File: config.mk
export PLATFORM = sky130hd
export DESIGN_NAME = irq_event_ctrl
export DESIGN_NICKNAME = d
export VERILOG_FILES = /design/src/rtl/irq_event_pkg.sv /design/src/rtl/irq_event_ctrl_prio_enc.sv /design/src/rtl/irq_event_ctrl.sv
export SDC_FILE = /design/constraint.sdc
export NUM_CORES = 1
export LEC_CHECK = 0
export ABC_CLOCK_PERIOD_IN_PS = 2400
export CAP_MARGIN = 20
export CORE_ASPECT_RATIO = 1.2
export CORE_MARGIN = 3
export CORE_UTILIZATION = 46
export CTS_CLUSTER_DIAMETER = 50
export DETAILED_ROUTE_END_ITERATION = 12
export PLACE_DENSITY = 0.73
export SLEW_MARGIN = 0
export SYNTH_ARGS = -nofsm -noshare
export SYNTH_HDL_FRONTEND = slang
export SYNTH_SLANG_ARGS = --single-unit
File: constraint.sdc
create_clock -name clk_i -period 2.4 [get_ports clk_i]
set_input_delay 0.48 -clock clk_i [delete_from_list [all_inputs] [get_ports clk_i]]
set_output_delay 0.48 -clock clk_i [all_outputs]
set_load 0.02 [all_outputs]
File: src/rtl/irq_event_pkg.sv
// Shared types and constants for the interrupt event controller.
// The priority encoder and the top level both import this package.
package irq_event_pkg;

  localparam int IRQ_ID_W = 5;
  localparam int IRQ_LINES = 32;

  localparam logic [1:0] IRQ_REG_MASK = 2'd0;
  localparam logic [1:0] IRQ_REG_PEND = 2'd1;
  localparam logic [1:0] IRQ_REG_SET  = 2'd2;
  localparam logic [1:0] IRQ_REG_RSVD = 2'd3;

  typedef enum logic [1:0] {
    IDLE = 2'd0,
    REQ  = 2'd1,
    WAIT = 2'd2
  } irq_state_e;

  // One-hot decode of a line ID, used to clear the acknowledged pending bit.
  function automatic logic [IRQ_LINES-1:0] id_onehot(input logic [IRQ_ID_W-1:0] id);
    return {{(IRQ_LINES-1){1'b0}}, 1'b1} << id;
  endfunction

endpackage

File: src/rtl/irq_event_ctrl_prio_enc.sv
// Combinational 32-to-5 priority encoder: the highest set index wins.
// valid is low when no request bit is set; id is then 0.
module irq_prio_enc
  import irq_event_pkg::*;
(
  input  logic [IRQ_LINES-1:0] req,
  output logic [IRQ_ID_W-1:0]  id,
  output logic                 valid
);

  // Later iterations overwrite earlier ones, so the highest set index remains.
  always_comb begin
    id = '0;
    for (int i = 0; i < IRQ_LINES; i++) begin
      if (req[i]) begin
        id = IRQ_ID_W'(i);
      end
    end
  end

  assign valid = |req;

endmodule

File: src/rtl/irq_event_ctrl.sv
// Interrupt event controller: rising-edge capture into a pending register,
// masking, highest-index selection and a level request/ack handshake to the core.
module irq_event_ctrl
  import irq_event_pkg::*;
#(
  parameter int                N_IRQ      = 32,
  parameter logic [N_IRQ-1:0]  MASK_RESET = 32'hFFFF_FFFF
) (
  input  logic                clk_i,
  input  logic                rst_i,
  input  logic [N_IRQ-1:0]    irq_lines_i,
  output logic                irq_o,
  output logic [IRQ_ID_W-1:0] irq_id_o,
  input  logic                irq_ack_i,
  input  logic [IRQ_ID_W-1:0] irq_ack_id_i,
  input  logic                cfg_we_i,
  input  logic [1:0]          cfg_addr_i,
  input  logic [N_IRQ-1:0]    cfg_wdata_i,
  output logic [N_IRQ-1:0]    cfg_rdata_o
);

  logic [N_IRQ-1:0]    lines_q;
  logic [N_IRQ-1:0]    pend_q;
  logic [N_IRQ-1:0]    mask_q;
  logic [N_IRQ-1:0]    edge_vec;
  logic [N_IRQ-1:0]    eligible;
  logic [N_IRQ-1:0]    pend_clr;
  logic [N_IRQ-1:0]    pend_set;
  logic [N_IRQ-1:0]    pend_d;
  logic                pend_wr;
  logic                set_wr;
  logic                mask_wr;
  logic                ack_take;
  logic                sel_valid;
  logic [IRQ_ID_W-1:0] sel_id;
  logic [IRQ_ID_W-1:0] id_q;
  logic [IRQ_ID_W-1:0] id_d;
  logic                irq_q;
  irq_state_e          state_q;
  irq_state_e          state_d;

  assign pend_wr = cfg_we_i && (cfg_addr_i == IRQ_REG_PEND);
  assign set_wr  = cfg_we_i && (cfg_addr_i == IRQ_REG_SET);
  assign mask_wr = cfg_we_i && (cfg_addr_i == IRQ_REG_MASK);

  assign edge_vec = irq_lines_i & ~lines_q;
  assign eligible = pend_q & mask_q;

  irq_prio_enc u_prio_enc (
    .req   (eligible),
    .id    (sel_id),
    .valid (sel_valid)
  );

  // Set sources are applied after clears, so a new event survives a same-cycle clear.
  always_comb begin
    pend_clr = '0;
    pend_set = edge_vec;
    if (pend_wr) begin
      pend_clr = pend_clr | cfg_wdata_i;
    end
    if (ack_take) begin
      pend_clr = pend_clr | id_onehot(irq_ack_id_i);
    end
    if (set_wr) begin
      pend_set = pend_set | cfg_wdata_i;
    end
    pend_d = (pend_q & ~pend_clr) | pend_set;
  end

  // The ID is captured only on entry to REQ so the core sees a stable value.
  always_comb begin
    state_d  = state_q;
    id_d     = id_q;
    ack_take = 1'b0;
    case (state_q)
      IDLE: begin
        if (sel_valid) begin
          id_d    = sel_id;
          state_d = REQ;
        end
      end
      REQ: begin
        if (irq_ack_i) begin
          ack_take = 1'b1;
          state_d  = WAIT;
        end else if (!eligible[id_q]) begin
          state_d = IDLE;
        end
      end
      WAIT: begin
        state_d = IDLE;
      end
      default: begin
        state_d = IDLE;
      end
    endcase
  end

  always_ff @(posedge clk_i) begin
    if (rst_i) begin
      state_q <= IDLE;
      id_q    <= '0;
      irq_q   <= 1'b0;
    end else begin
      state_q <= state_d;
      id_q    <= id_d;
      irq_q   <= (state_d == REQ);
    end
  end

  // lines_q clears on reset so a line held high through reset raises an event afterwards.
  always_ff @(posedge clk_i) begin
    if (rst_i) begin
      lines_q <= '0;
      pend_q  <= '0;
      mask_q  <= MASK_RESET;
    end else begin
      lines_q <= irq_lines_i;
      pend_q  <= pend_d;
      if (mask_wr) begin
        mask_q <= cfg_wdata_i;
      end
    end
  end

  always_comb begin
    cfg_rdata_o = '0;
    case (cfg_addr_i)
      IRQ_REG_MASK: cfg_rdata_o = mask_q;
      IRQ_REG_PEND: cfg_rdata_o = pend_q;
      default:      cfg_rdata_o = '0;
    endcase
  end

  assign irq_o    = irq_q;
  assign irq_id_o = id_q;

endmodule
* After elaboration in Yosys (flattened, before gate mapping) *
Cells that the tools add are included.
Widths: inputs -> output; s select.

cells by class
  eq/ne operators = 4
  shift-type cells = 1
  magnitude comparators = 1
  bitwise logic cells = 8
  reductions and logical operators = 7
  mux-type cells = 43

operators with widths
  cell                  count
  $and 32x32->32        3
  $mux 32               3
  $or 32x32->32         3
  $mux 5                16
  $not 32->32           2
  $pmux 32 s2           1
  $mux 4                8
  $reduce_or 32->1      1
  $shl 1x5->32 const A  1
  $mux 3                4
  $mux 2                5
  $eq 2x1->1 const B    3
  $lt 5x6->1 const B    1
  $bmux 1 s5            1
  $logic_not 2->1       2
  $mux 1                4
  $pmux 2 s2            1
  $logic_and 1x1->1     3
  $eq 2x2->1 const B    1
  $reduce_and 2->1      1

storage, ports and cells
  bits of input ports = 75
  register bits after elaboration = 104
  output and inout bits = 38

* Depth between registers and ports, before layout *
Gate-level depths: netlist (run 1).

  depth after elaboration = 32
  depth in mapped cells = 8
  mapped depth without buffers = 6

* Hierarchy *
Synthesis (run 1) repeated with hierarchy kept, for this count alone.

unflattened totals
  cell total of the unflattened synthesis = 631
  area total of the unflattened synthesis = 5355.1 sq um

by module, submodules not included
  module          times used  sequential area each (sq um)  area an instance (sq um)  cells an instance
  irq_event_ctrl  1           2082.0                        4988.5                    569
  irq_prio_enc    1           0.0                           366.6                     62

* Least setup slack after synthesis (run 1) *
OpenSTA, ideal clock, no wires.

  kind = input to output
  start = input port cfg_addr_i[0]
  end = output port cfg_rdata_o[0]
  path slack = 0.270 ns
  data required time = 1.920 ns
  buffers on the path = 2
  stages on the path = 4
  arrival time = 1.650 ns
  path through = clkbuf_1 -> clkbuf_1 -> mux2i_1 -> nor2_1

between the ends
  cells in the longest elaborated chain, start to end = 2
  elaborated cells on any way between the ends = 3
  those cells by class = eq/ne: 1; mux: 1; reduce/logical: 1

RTL lines
  item                                           line                   RTL
  start, declared                                irq_event_ctrl.sv:17   input logic [1:0] cfg_addr_i,
  $eq 2x1->1 or $logic_not 2->1 (tied branches)  irq_event_ctrl.sv:129  case (cfg_addr_i)
  $pmux 32 s2 *                                  irq_event_ctrl.sv:129
  end, declared                                  irq_event_ctrl.sv:19   output logic [N_IRQ-1:0] cfg_rdata_o

Mark *: on every way between the ends. The rest lies on a longest branch, timed or not.

* Worst setup path in the final report (run 1) *
  start = input port cfg_addr_i[1]
  end = output port cfg_rdata_o[15]

Same word-level chain as after synthesis.

==> results.json, run 1 <==
{
  "outcome": "finished, final reports clean",
  "crit_type": "input pin to primary output",
  "track_usage_pct": 23.4,
  "multi_input_area_mm2": 0.00314,
  "cts_resized": 0,
  "antenna_cells": 0,
  "endpoint": "cfg_rdata_o[15]",
  "vias": 5036,
  "die_w_um": 105,
  "yosys.area_share.simple_pct": 25.0,
  "reg2reg_depth": 6,
  "power.total_mw": 4.46,
  "post-route-drc-count": 0,
  "min_period_over_period_pct": 98.0,
  "grt_overflow": 0,
  "ys_top_cells_by_area": "dfxtp_1, nor2b_1, a21oi_1",
  "setup_viol": 0,
  "wl_um": 15200,
  "synth_compound_area_share_pct": 24.4,
  "clk_pin_slew_ps": 70,
  "r2r_start": "mask_q[21]",
  "yosys-top-cells-count": "dfxtp_1, nor2b_1, nand2_1",
  "setup_ws_ps": 47.4,
  "first_pass_iters": 5,
  "rsz0062_at_grt": "false",
  "worst_slew_pin_slew_ps": 631,
  "async_reset_ff_share_pct": 0,
  "syn_area_per_cell_um2": 8.61,
  "htreeDepth": 3,
  "synth_nets": 699,
  "wl_per_cell_um": 17.3,
  "crit_required_ps": 1920,
  "synth-edff-count": 0,
  "period_needed_ps": 2350,
  "ys.flop_type": "dfxtp_1",
  "gp_congestion": 0.872,
  "yosys.area_share.adder_pct": 0,
  "whs_ps": 537,
  "critPathArrivalTime_ps": 1870,
  "fmax_ghz": 0.425,
  "hold_viol": 0,
  "r2r_end": "irq_id_o[0]",
  "coreArea_mm2": 0.0112,
  "nets": 796,
  "postCtsSetupBuffers": 0,
  "area_delta_synth_final_pct": 30.1,
  "start_util_pct": 48.0,
  "worst_setup_path_end_kind": "primary output",
  "synth_area_mm2": 0.00537,
  "drive_gt1_share_pct": 7.30,
  "ys_warn_count": 0,
  "first_iter_violations": 337,
  "muxShareOfSynthArea_pct": 8.88,
  "io_pins": 113,
  "numCtsBuffers": 9,
  "fin_tns_setup_ps": 0,
  "yosys_register_bits": 104,
  "holdBufCountCts": 0,
  "power_density_mw_per_mm2": 638,
  "fin_skew_ps": 5.77,
  "leakage_nw": 2.60,
  "die_y_um": 124,
  "clk_path_buf_depth": 2,
  "critPathMaxFanout": 35,
  "root_buffer": "clkbuf_16",
  "grt_pass1_vias": 4988,
  "yosysTopAreaCell": "dfxtp_1",
  "ys_types": 48,
  "pre_cts_ws_ps": 51.2,
  "synth_top_area_share_pct": 38.8,
  "clock_sinks": 104,
  "fill_cells": 998,
  "synthCells": 624,
  "drv_cap": 0,
  "r2r_slack_ps": 380,
  "drv_slew": 0,
  "start_kind": "input pin",
  "crit_start": "cfg_addr_i[1]",
  "dieArea_mm2": 0.0130,
  "ir_drop_mv": 0.325,
  "vias_per_cell": 5.72,
  "clock_latency_ps": 350,
  "cts_tree": "built",
  "grt_pass1_wl_um": 24900,
  "antenna_found_initial": 0,
  "hold_depth": 2,
  "grt_max_degree": 57,
  "synth_top_family_by_area": "simple AND/OR/NAND/NOR gates",
  "seq_area_mm2": 0.00208,
  "yosysMostFrequentCell": "dfxtp_1",
  "port_buffers": 112,
  "synth_seq_area_share_pct": 38.8,
  "synth_xor_xnor_area_share_pct": 0,
  "fp-row-count": 42,
  "slew_headroom_pct": 57.9,
  "dpl.hpwl_um": 10900,
  "hp-class": "flip-flop to flip-flop",
  "ant_nets": 0
}
[area by class of cell]
| class | count | share of cell area [%] |
|---|---|---|
| Sequential cell | 104 | 29.8 |
| Multi-Input combinational cell | 479 | 44.9 |
| Clock inverter | 7 | 0.788 |
| Tap cell | 154 | 2.76 |
| Timing Repair Buffer | 125 | 18.4 |
| Clock buffer | 9 | 3.22 |
| Inverter | 2 | 0.107 |
[report_power, final]
part / switching, mW / internal [mW] / total [mW]
combinational: 0.525 / 0.547 / 1.07
sequential: 0.145 / 1.85 / 1.99
clock: 0.679 / 0.713 / 1.39
[through the flow]
stage	utilization (%)	area (um2)	cells
global route	62.4	6990	880
floorplan	-	5370	624
detailed placement	59.9	6700	864
finish	62.4	6990	880
global placement	59.9	6700	864
CTS	62.4	6980	880
[worst max-delay path, cell delays in order]
cell and delay (ps):
clkdlybuf4s50_1 450, buf_12 200, nor2_1 120, clkdlybuf4s50_1 620
[routing by layer]
| layer | GRT usage, % | wire length (um) |
|---|---|---|
| met1 | 29.7 | 6540 |
| met2 | 39.7 | 7340 |
| met3 | 4.46 | 989 |
| met4 | 7.88 | 339 |
| met5 | 0 | 0 |
[flip-flops by register name, summed over array words and instances, names as in the netlist]
name	cells
irq_o	1
mask_q	32
irq_id_o	5
state_q	2
lines_q	32
pend_q	32
[placed cells by master, fill, tap and decap left out, drive strengths merged, types with 2 or more instances in the layout]
master,count
a32o,3
a211oi,2
a31oi,2
o41ai,2
nand2,79
clkbuf,9
nor2b,100
and3b,2
nand4,5
clkdlybuf4s50,109
clkinv,3
o31ai,3
mux4,6
buf,15
nor3,5
a22oi,16
mux2i,33
o21ai,8
inv,4
nand2b,4
dfxtp,104
nor2,36
or2b,2
clkinvlp,2
nand3,14
a211o,33
nor3b,4
a21oi,73
o211ai,33
[worst min path at each step]
| stage | slack, ps | startpoint | endpoint |
|---|---|---|---|
| after floorplan | 490 | state_q[0] | state_q[1] |
| after global placement | 510 | state_q[0] | state_q[1] |
| after detailed placement | 520 | pend_q[3] | pend_q[3] |
| after CTS | 530 | pend_q[10] | pend_q[10] |
| after global routing | 570 | pend_q[6] | pend_q[6] |
| final | 540 | pend_q[10] | pend_q[10] |
[cells by family (layout without fill, tap and decap cells)]
group                  Yosys count  after routing
flip-flops                     104            104
buffers and inverters           41            143
multiplexers                    40             40
AO/OA/AOI/OAI                  182            182
AND/OR/NAND/NOR                257            257
(Power assumes the default switching activity.)
==> run 2: changes to the inputs <==
- TNS_END_PERCENT: not set -> 30
==> results of run 2 <==
Final layout, timing and power as in run 1 (identical DEF).
==> run 3: changes to the inputs <==
- ABC_CLOCK_PERIOD_IN_PS: 2400 -> 2300
- SLEW_MARGIN: 0 -> 20
- clock period: 2.4 -> 2.3 ns (I/O delays scaled with it)
==> results.json, run 3 (synthesized netlist as in run 1, its figures left out) <==
{
  "crit_start": "irq_id_o[2]",
  "dieArea_mm2": 0.0130,
  "r2r_start": "pend_q[21]",
  "wl_um": 15300,
  "port_buffers": 112,
  "layout_common_cells": "dfxtp_1, nor2b_1, nand2_1, clkdlybuf4s50_1, a21oi_1",
  "reg2reg_depth": 6,
  "drv_cap": 0,
  "place_area_mm2": 0.00671,
  "worst_setup_path_end_kind": "primary output",
  "start_kind": "flip-flop",
  "endpoint": "irq_id_o[2]",
  "cts_tree": "built",
  "area_delta_synth_final_pct": 30.4,
  "grt_pass1_wl_um": 25000,
  "power_density_mw_per_mm2": 685,
  "setup_ws_ps": 219,
  "coreArea_mm2": 0.0112,
  "crit_required_ps": 1840,
  "antenna_found_initial": 0,
  "hold_viol": 0,
  "track_usage_pct": 23.4,
  "die_y_um": 124,
  "outcome": "finished, final reports clean",
  "worstPathCellList": "clkdlybuf4s50_1",
  "final_common_cell": "dfxtp_1",
  "crit_cells": 1,
  "min_period_over_period_pct": 90.5,
  "power.total_mw": 4.80,
  "drv_slew": 0,
  "first_pass_iters": 5,
  "htreeDepth": 3,
  "first_iter_violations": 322,
  "grt_max_degree": 39,
  "crit_buf_inv": 1,
  "critPathMaxFanout": 19,
  "fin_skew_ps": 9.69,
  "io_pins": 113,
  "rsz0062_at_grt": "false",
  "post-route-drc-count": 0,
  "root_buffer": "clkbuf_16",
  "ant_nets": 0,
  "wl_per_cell_um": 17.4,
  "cp_slowest_stage_delay_ps": 710,
  "final_area_mm2": 0.00700,
  "pre_cts_ws_ps": -37.8,
  "numCtsBuffers": 9,
  "leakage_nw": 2.74,
  "antenna_cells": 0,
  "hp-start": "rst_i",
  "whs_ps": 515,
  "hp-class": "input pin to flip-flop",
  "r2r_end": "irq_id_o[0]",
  "setup_viol": 0,
  "fmax_ghz": 0.481,
  "fill_cells": 964,
  "clk_pin_slew_ps": 70,
  "r2r_slack_ps": 230,
  "reg_top3": "lines_q: 32 flops, mask_q: 32 flops, pend_q: 32 flops",
  "start_util_pct": 48.0,
  "vias": 5112,
  "grt_overflow": 0,
  "grt_pass1_vias": 5004,
  "nets": 797,
  "ir_drop_mv": 0.335,
  "clk_path_buf_depth": 2,
  "die_w_um": 105,
  "dpl.hpwl_um": 10900,
  "period_needed_ps": 2080,
  "worst_slew_pin_slew_ps": 635,
  "slowest_stage": "clkdlybuf4s50_1",
  "postCtsSetupBuffers": 0,
  "drive_gt1_share_pct": 7.43,
  "clock_latency_ps": 350,
  "critPathArrivalTime_ps": 1620,
  "clock_sinks": 104,
  "fp-row-count": 42,
  "slew_headroom_pct": 57.7,
  "vias_per_cell": 5.80,
  "cp_top_family": "buffers and inverters",
  "gp_congestion": 0.867,
  "crit_type": "flip-flop to primary output"
}
-- run 3: cell type report --
class,instances,area [um2],share of cell area [%]
sequential,104,2080,29.8
tap,154,193,2.75
clock buffer,13,270,3.86
timing repair buffer,126,1260,18.1
inverter,2,7.51,0.107
clock inverter,3,47.5,0.679
multi-input combinational,479,3140,44.8
-- run 3: routing by layer --
metal	part of all wire, %	routed length (um)	up-vias	GRT usage, %
li1	-	-	2438	-
met1	42	6410	2465	30.0
met5	0	0	-	0
met4	1.9	295	0	6.95
met2	49	7440	185	39.8
met3	7.7	1170	24	4.77
-- run 3: worst min-delay path by stage --
| stage | to | slack (ps) | depth (start not counted) |
|---|---|---|---|
| final | lines_q[21] | 520 | 2 |
| after global routing | lines_q[19] | 530 | 2 |
| after CTS | lines_q[19] | 510 | 2 |
| after detailed placement | pend_q[10] | 520 | 2 |
| after global placement | state_q[1] | 510 | 2 |
| after floorplan | state_q[1] | 490 | 2 |
-- run 3: through the flow --
| stage | setup TNS (ps) | instances | util (%) |
|---|---|---|---|
| final | 0 | 881 | 62.6 |
| after global routing | 0 | 881 | 62.6 |
| after CTS | 0 | 881 | 62.5 |
| after detailed placement | -123 | 865 | 60.0 |
| after global placement | 0 | 865 | 60.0 |
| after floorplan | 0 | 624 | - |
-- run 3: timing repair --
action | in CTS | in global routing
hold buffers | 0 | 0
endpoints found under the setup margin | 30 | 3
hold endpoints to repair | 0 | 0
resized for setup | 30 | 3
-- run 3: where the power goes --
| group | leakage (nW) | internal, mW | total (mW) | switching, mW |
|---|---|---|---|---|
| clock network | 0.156 | 0.940 | 1.63 | 0.688 |
| registers | 0.864 | 1.93 | 2.08 | 0.148 |
| logic | 1.72 | 0.539 | 1.09 | 0.551 |
| total | 2.74 | 3.41 | 4.80 | 1.39 |
